File: src/rtl/serial_subtractor_if.sv
// Handshake and operand bus between a requester and the bit-serial subtractor.
// The requester drives the operands and start; the subtractor returns busy,
// done and the registered result.
interface serial_subtractor_if #(
   parameter int WIDTH = 8
);
   logic             start_i;
   logic [WIDTH-1:0] a_i;
   logic [WIDTH-1:0] b_i;
   logic             borrow_i;
   logic             busy_o;
   logic             done_o;
   logic [WIDTH-1:0] diff_o;
   logic             borrow_o;

   modport master (
      output start_i, a_i, b_i, borrow_i,
      input  busy_o, done_o, diff_o, borrow_o
   );

   modport slave (
      input  start_i, a_i, b_i, borrow_i,
      output busy_o, done_o, diff_o, borrow_o
   );
endinterface

File: src/rtl/serial_subtractor.sv
// Bit-serial subtractor: latches two operands, walks them LSB-first through a
// 1-bit full subtractor cell, carries the borrow between bits in a register
// and assembles the difference word. Result is a - b - borrow_in mod 2^WIDTH.

// 1-bit full subtractor cell: diff = a - b - c, borrow out when a < b + c.
module full_subtractor (
   input  logic a_i,
   input  logic b_i,
   input  logic c_i,
   output logic borrow_o,
   output logic diff_o
);
   assign diff_o   = a_i ^ b_i ^ c_i;
   assign borrow_o = (~a_i & b_i) | (~a_i & c_i) | (b_i & c_i);
endmodule

module serial_subtractor #(
   parameter int WIDTH = 8
) (
   input  logic                 clk_i,
   input  logic                 rst_n_i,
   serial_subtractor_if.slave   bus
);
   localparam int CW = $clog2(WIDTH);

   typedef enum logic [1:0] {
      IDLE,
      RUN,
      DONE
   } state_t;

   state_t           state_q, state_d;
   logic [WIDTH-1:0] a_sh_q, a_sh_d;
   logic [WIDTH-1:0] b_sh_q, b_sh_d;
   logic [WIDTH-1:0] work_q, work_d;
   logic             borrow_q, borrow_d;
   logic [CW-1:0]    cnt_q, cnt_d;
   logic             busy_q, busy_d;
   logic             done_q, done_d;
   logic [WIDTH-1:0] diff_q, diff_d;
   logic             borrow_out_q, borrow_out_d;

   logic             cell_borrow;
   logic             cell_diff;

   // The cell always sees the current low bits and the carried borrow; its
   // outputs are only consumed while running.
   full_subtractor u_cell (
      .a_i      (a_sh_q[0]),
      .b_i      (b_sh_q[0]),
      .c_i      (borrow_q),
      .borrow_o (cell_borrow),
      .diff_o   (cell_diff)
   );

   // Next-state logic: accept in IDLE/DONE, one bit per edge in RUN, and
   // publish the finished word on the last bit. Outputs derive from the next
   // state so they come straight out of flops.
   always_comb begin
      state_d      = state_q;
      a_sh_d       = a_sh_q;
      b_sh_d       = b_sh_q;
      work_d       = work_q;
      borrow_d     = borrow_q;
      cnt_d        = cnt_q;
      diff_d       = diff_q;
      borrow_out_d = borrow_out_q;

      case (state_q)
         RUN: begin
            a_sh_d   = {1'b0, a_sh_q[WIDTH-1:1]};
            b_sh_d   = {1'b0, b_sh_q[WIDTH-1:1]};
            work_d   = {cell_diff, work_q[WIDTH-1:1]};
            borrow_d = cell_borrow;
            cnt_d    = cnt_q + CW'(1);
            if (cnt_q == CW'(WIDTH - 1)) begin
               diff_d       = {cell_diff, work_q[WIDTH-1:1]};
               borrow_out_d = cell_borrow;
               state_d      = DONE;
            end
         end
         default: begin
            if (bus.start_i) begin
               a_sh_d   = bus.a_i;
               b_sh_d   = bus.b_i;
               borrow_d = bus.borrow_i;
               cnt_d    = '0;
               state_d  = RUN;
            end else begin
               state_d  = IDLE;
            end
         end
      endcase

      busy_d = (state_d == RUN);
      done_d = (state_d == DONE);
   end

   // All sequencing state and the registered outputs, cleared asynchronously.
   always_ff @(posedge clk_i or negedge rst_n_i) begin
      if (!rst_n_i) begin
         state_q      <= IDLE;
         a_sh_q       <= '0;
         b_sh_q       <= '0;
         work_q       <= '0;
         borrow_q     <= 1'b0;
         cnt_q        <= '0;
         busy_q       <= 1'b0;
         done_q       <= 1'b0;
         diff_q       <= '0;
         borrow_out_q <= 1'b0;
      end else begin
         state_q      <= state_d;
         a_sh_q       <= a_sh_d;
         b_sh_q       <= b_sh_d;
         work_q       <= work_d;
         borrow_q     <= borrow_d;
         cnt_q        <= cnt_d;
         busy_q       <= busy_d;
         done_q       <= done_d;
         diff_q       <= diff_d;
         borrow_out_q <= borrow_out_d;
      end
   end

   assign bus.busy_o   = busy_q;
   assign bus.done_o   = done_q;
   assign bus.diff_o   = diff_q;
   assign bus.borrow_o = borrow_out_q;
endmodule

File: src/flat_wrapper.sv
// flat-port wrapper written by rule: the top's interface ports become plain ports
module serial_subtractor_flat 
#(
   parameter int WIDTH = 8
)
  (clk_i, rst_n_i, bus_start_i, bus_a_i, bus_b_i, bus_borrow_i, bus_busy_o, bus_done_o, bus_diff_o, bus_borrow_o);
  serial_subtractor_if #(.WIDTH(WIDTH)) bus_i ();
  input  logic clk_i;
  input  logic rst_n_i;
  input wire logic [$bits(bus_i.start_i)-1:0] bus_start_i;
  input wire logic [$bits(bus_i.a_i)-1:0] bus_a_i;
  input wire logic [$bits(bus_i.b_i)-1:0] bus_b_i;
  input wire logic [$bits(bus_i.borrow_i)-1:0] bus_borrow_i;
  output wire logic [$bits(bus_i.busy_o)-1:0] bus_busy_o;
  output wire logic [$bits(bus_i.done_o)-1:0] bus_done_o;
  output wire logic [$bits(bus_i.diff_o)-1:0] bus_diff_o;
  output wire logic [$bits(bus_i.borrow_o)-1:0] bus_borrow_o;
  assign bus_i.start_i = bus_start_i;
  assign bus_i.a_i = bus_a_i;
  assign bus_i.b_i = bus_b_i;
  assign bus_i.borrow_i = bus_borrow_i;
  assign bus_busy_o = bus_i.busy_o;
  assign bus_done_o = bus_i.done_o;
  assign bus_diff_o = bus_i.diff_o;
  assign bus_borrow_o = bus_i.borrow_o;
  serial_subtractor #(.WIDTH(WIDTH)) u_core (.clk_i(clk_i), .rst_n_i(rst_n_i), .bus(bus_i));
endmodule
File: config.mk
export PLATFORM = sky130hd
export DESIGN_NAME = serial_subtractor_flat
export DESIGN_NICKNAME = d
export VERILOG_FILES = /design/src/rtl/serial_subtractor_if.sv /design/src/rtl/serial_subtractor.sv /design/src/flat_wrapper.sv
export SDC_FILE = /design/constraint.sdc
export NUM_CORES = 1
export LEC_CHECK = 0
export ABC_AREA = 1
export CORE_MARGIN = 3
export CORE_UTILIZATION = 49
export DETAILED_ROUTE_END_ITERATION = 8
export HOLD_SLACK_MARGIN = 0.03
export PLACE_DENSITY = 0.74
export SLEW_MARGIN = 15
export SYNTH_ARGS = -nofsm -noshare
export SYNTH_HDL_FRONTEND = slang
export SYNTH_HIERARCHICAL = 1
export SYNTH_SLANG_ARGS = --single-unit
File: constraint.sdc
create_clock -name clk_i -period 2.84 [get_ports clk_i]
set_input_delay 0.852 -clock clk_i [delete_from_list [all_inputs] [get_ports clk_i]]
set_output_delay 0.852 -clock clk_i [all_outputs]
set_load 0.05 [all_outputs]
==> results_dict.tcl <==
set metrics [dict create \
    status "completed" \
    syn_area_per_cell_um2 8.11 \
    fin_nets 284 \
    timing.fmax_ghz 0.434 \
    maxSlewViolCount 0 \
    yosysWarnings 6 \
    cts_tree "yes" \
    drv_cap 0 \
    dieArea_um2 4730 \
    critPathSlowestCell "clkdlybuf4s50_1" \
    powerDensity_nw_per_um2 1090 \
    slowest_delay_ns 0.80 \
    setup-violations-final 0 \
    synth_seq_cells 40 \
    clk_pin_slew_ns 0.08 \
    grt_overflow_total 0 \
    holdCritPathClass "reg -> reg" \
    path_buf_inv 1 \
    worstMarginPinSlew_ns 0.865 \
    wirelength_um 3570 \
    grt_max_degree 41 \
    critPathTopFamily "buffers and inverters" \
    diodes 0 \
    grt_pass1_wl_um 6090 \
    via_count 1534 \
    min_period_ns 2.30 \
    cts.sinks 40 \
    required_ns 1.99 \
    hold_viol 0 \
    clockBufferDepth 2 \
    crit_chain "clkdlybuf4s50_1" \
    row_count 22 \
    first_iter_violations 120 \
    synth-seq-area-share_pct 51.9 \
    grt_pass1_vias 1353 \
    fillers 348 \
    cts_buffers 5 \
    first_pass_iters 4 \
    layout_commonest_cell "nand2_1" \
    grt_use_total_pct 17.3 \
    layout-drive-gt1-share_pct 5.73 \
    setup.worst_path.class "reg -> out" \
    synth.distinct_cells 17 \
    hold_buffers 0 \
    synth_area_leader_cell "dfrtp_1" \
    fin_setup_tns_ns 0 \
    syn-instance-count 238 \
    drc_errors 0 \
    synth_top_area_share_pct 51.9 \
    total_leakage_power_nw 1.20 \
    cp-start-kind "register" \
    cts_resized 0 \
    die_x_um 68.8 \
    rsz0062_at_grt "no" \
    fin_crit_sh_pct 81.1 \
    crit_arrival_ns 1.45 \
    final_antenna_net_count 0 \
    syn-cell-area_um2 1930 \
    root_buffer "clkbuf_8" \
    ir_drop_mv 0.434 \
    post_cts_buffers 0 \
    critical_path_peak_fanout 2 \
    finalClockSkew_ns 0.00859 \
    num_io_pins 31 \
    yosys-top-cells-area "dfrtp_1 (52%), nand2_1 (19%), nand3_1 (8.8%)" \
    clkLatencyLatePin_ns 0.30 \
    fin_util_pct 61.1 \
    worst_slew_margin_rel_pct 42.4 \
    gp_congestion 0.725 \
    syn-num-nets 261 \
    mostFrequentLayoutCells "nand2_1 (97), dfrtp_1 (40), nand3_1 (34)" \
    via_per_inst 4.95 \
    die_y_um 68.8 \
    port_buffers 30 \
    htree_levels 2 \
    coreArea_um2 3720 \
    synthToLayoutAreaGrowth_pct 17.7 \
    start_util_pct 51.9 \
    wl_per_cell_um 11.5 \
    end_kind "output pin" \
    reg2reg_slack_ns 1.16 \
    place_hpwl_um 2240 \
    antenna_found_initial 0 \
]
-- metrics by stage --
step / instance area [um2] / setup slack, ns / hold WS (ns) / power [W] / instances
after floorplan: 1930 / 1.37 / 0.449 / 0.00188 / 238
after global placement: 2180 / 0.783 / 0.453 / 0.00208 / 302
after detailed placement: 2180 / 0.753 / 0.458 / 0.00211 / 302
after CTS: 2270 / 0.527 / 0.477 / 0.00251 / 310
after global routing: 2270 / 0.490 / 0.497 / 0.00271 / 310
final: 2270 / 0.537 / 0.470 / 0.00248 / 310
-- area by class of cell --
| cell class | count | area [um2] | share of cell area [%] |
|---|---|---|---|
| sequential | 40 | 1000 | 44.1 |
| timing repair buffer | 32 | 310 | 13.7 |
| clock inverter | 2 | 10.0 | 0.441 |
| clock buffer | 6 | 82.6 | 3.64 |
| inverter | 26 | 97.6 | 4.30 |
| multi-input combinational | 156 | 709 | 31.2 |
| tap | 48 | 60.1 | 2.64 |
-- path summary, 6_finish.rpt --
kind | start | to | cells after the start
min in group asynchronous | rst_n_i | u_core/bus.busy_o | 1
setup / recovery | u_core/bus.diff_o[1] | bus_diff_o[1] | 1
setup reg to reg | u_core/cnt_q[0] | u_core/bus.busy_o | 5
hold / removal | u_core/bus.diff_o[2] | u_core/bus.diff_o[2] | 2
hold reg to reg | u_core/bus.diff_o[2] | u_core/bus.diff_o[2] | 2
max in group asynchronous | rst_n_i | u_core/bus.diff_o[7] | 1
-- state kept, by name, summed over array words and instances, names as in the netlist --
name / cells
u_core/bus.diff_o: 8
u_core/work_q: 7
u_core/b_sh_q: 8
u_core/state_q: 2
u_core/cnt_q: 3
u_core/bus.borrow_o: 1
u_core/borrow_q: 1
u_core/a_sh_q: 8
u_core/bus.done_o: 1
u_core/bus.busy_o: 1
-- synthesized netlist by cell type --
master	count
nand3_1	34
a21oi_1	2
nand2_1	97
o21ai_0	1
nand4_1	9
o21ai_1	5
nor2_4	1
dfrtp_1	40
inv_2	2
nand2_4	1
inv_1	24
buf_6	5
fa_1	1
buf_4	4
ha_1	2
buf_2	7
nor2_1	3
-- metal layers --
layer | track usage, % | up-vias | share of wire (%)
li1 | - | 786 | -
met1 | 21.6 | 706 | 49
met2 | 28.5 | 38 | 45
met3 | 4.86 | 4 | 5.1
met4 | 6.33 | 0 | 1.2
met5 | 0 | - | 0
-- report_power, final --
part	internal, W	switching (W)	leakage, nW
Sequential	0.000829	0.000151	0.491
Clock	0.000194	0.000201	0.0510
Combinational	0.000394	0.000717	0.658
-- kinds of logic (layout without fill, tap and decap cells) --
family / Yosys count / in the layout / synth area share, %
AO/OA/AOI/OAI: 8 / 8 / 2.07
AND/OR/NAND/NOR: 145 / 145 / 32.4
adder cells (fa/ha/maj): 3 / 3 / 2.33
buffers and inverters: 42 / 66 / 11.3
flip-flops: 40 / 40 / 51.9
Power figures use the tool's default switching activity.
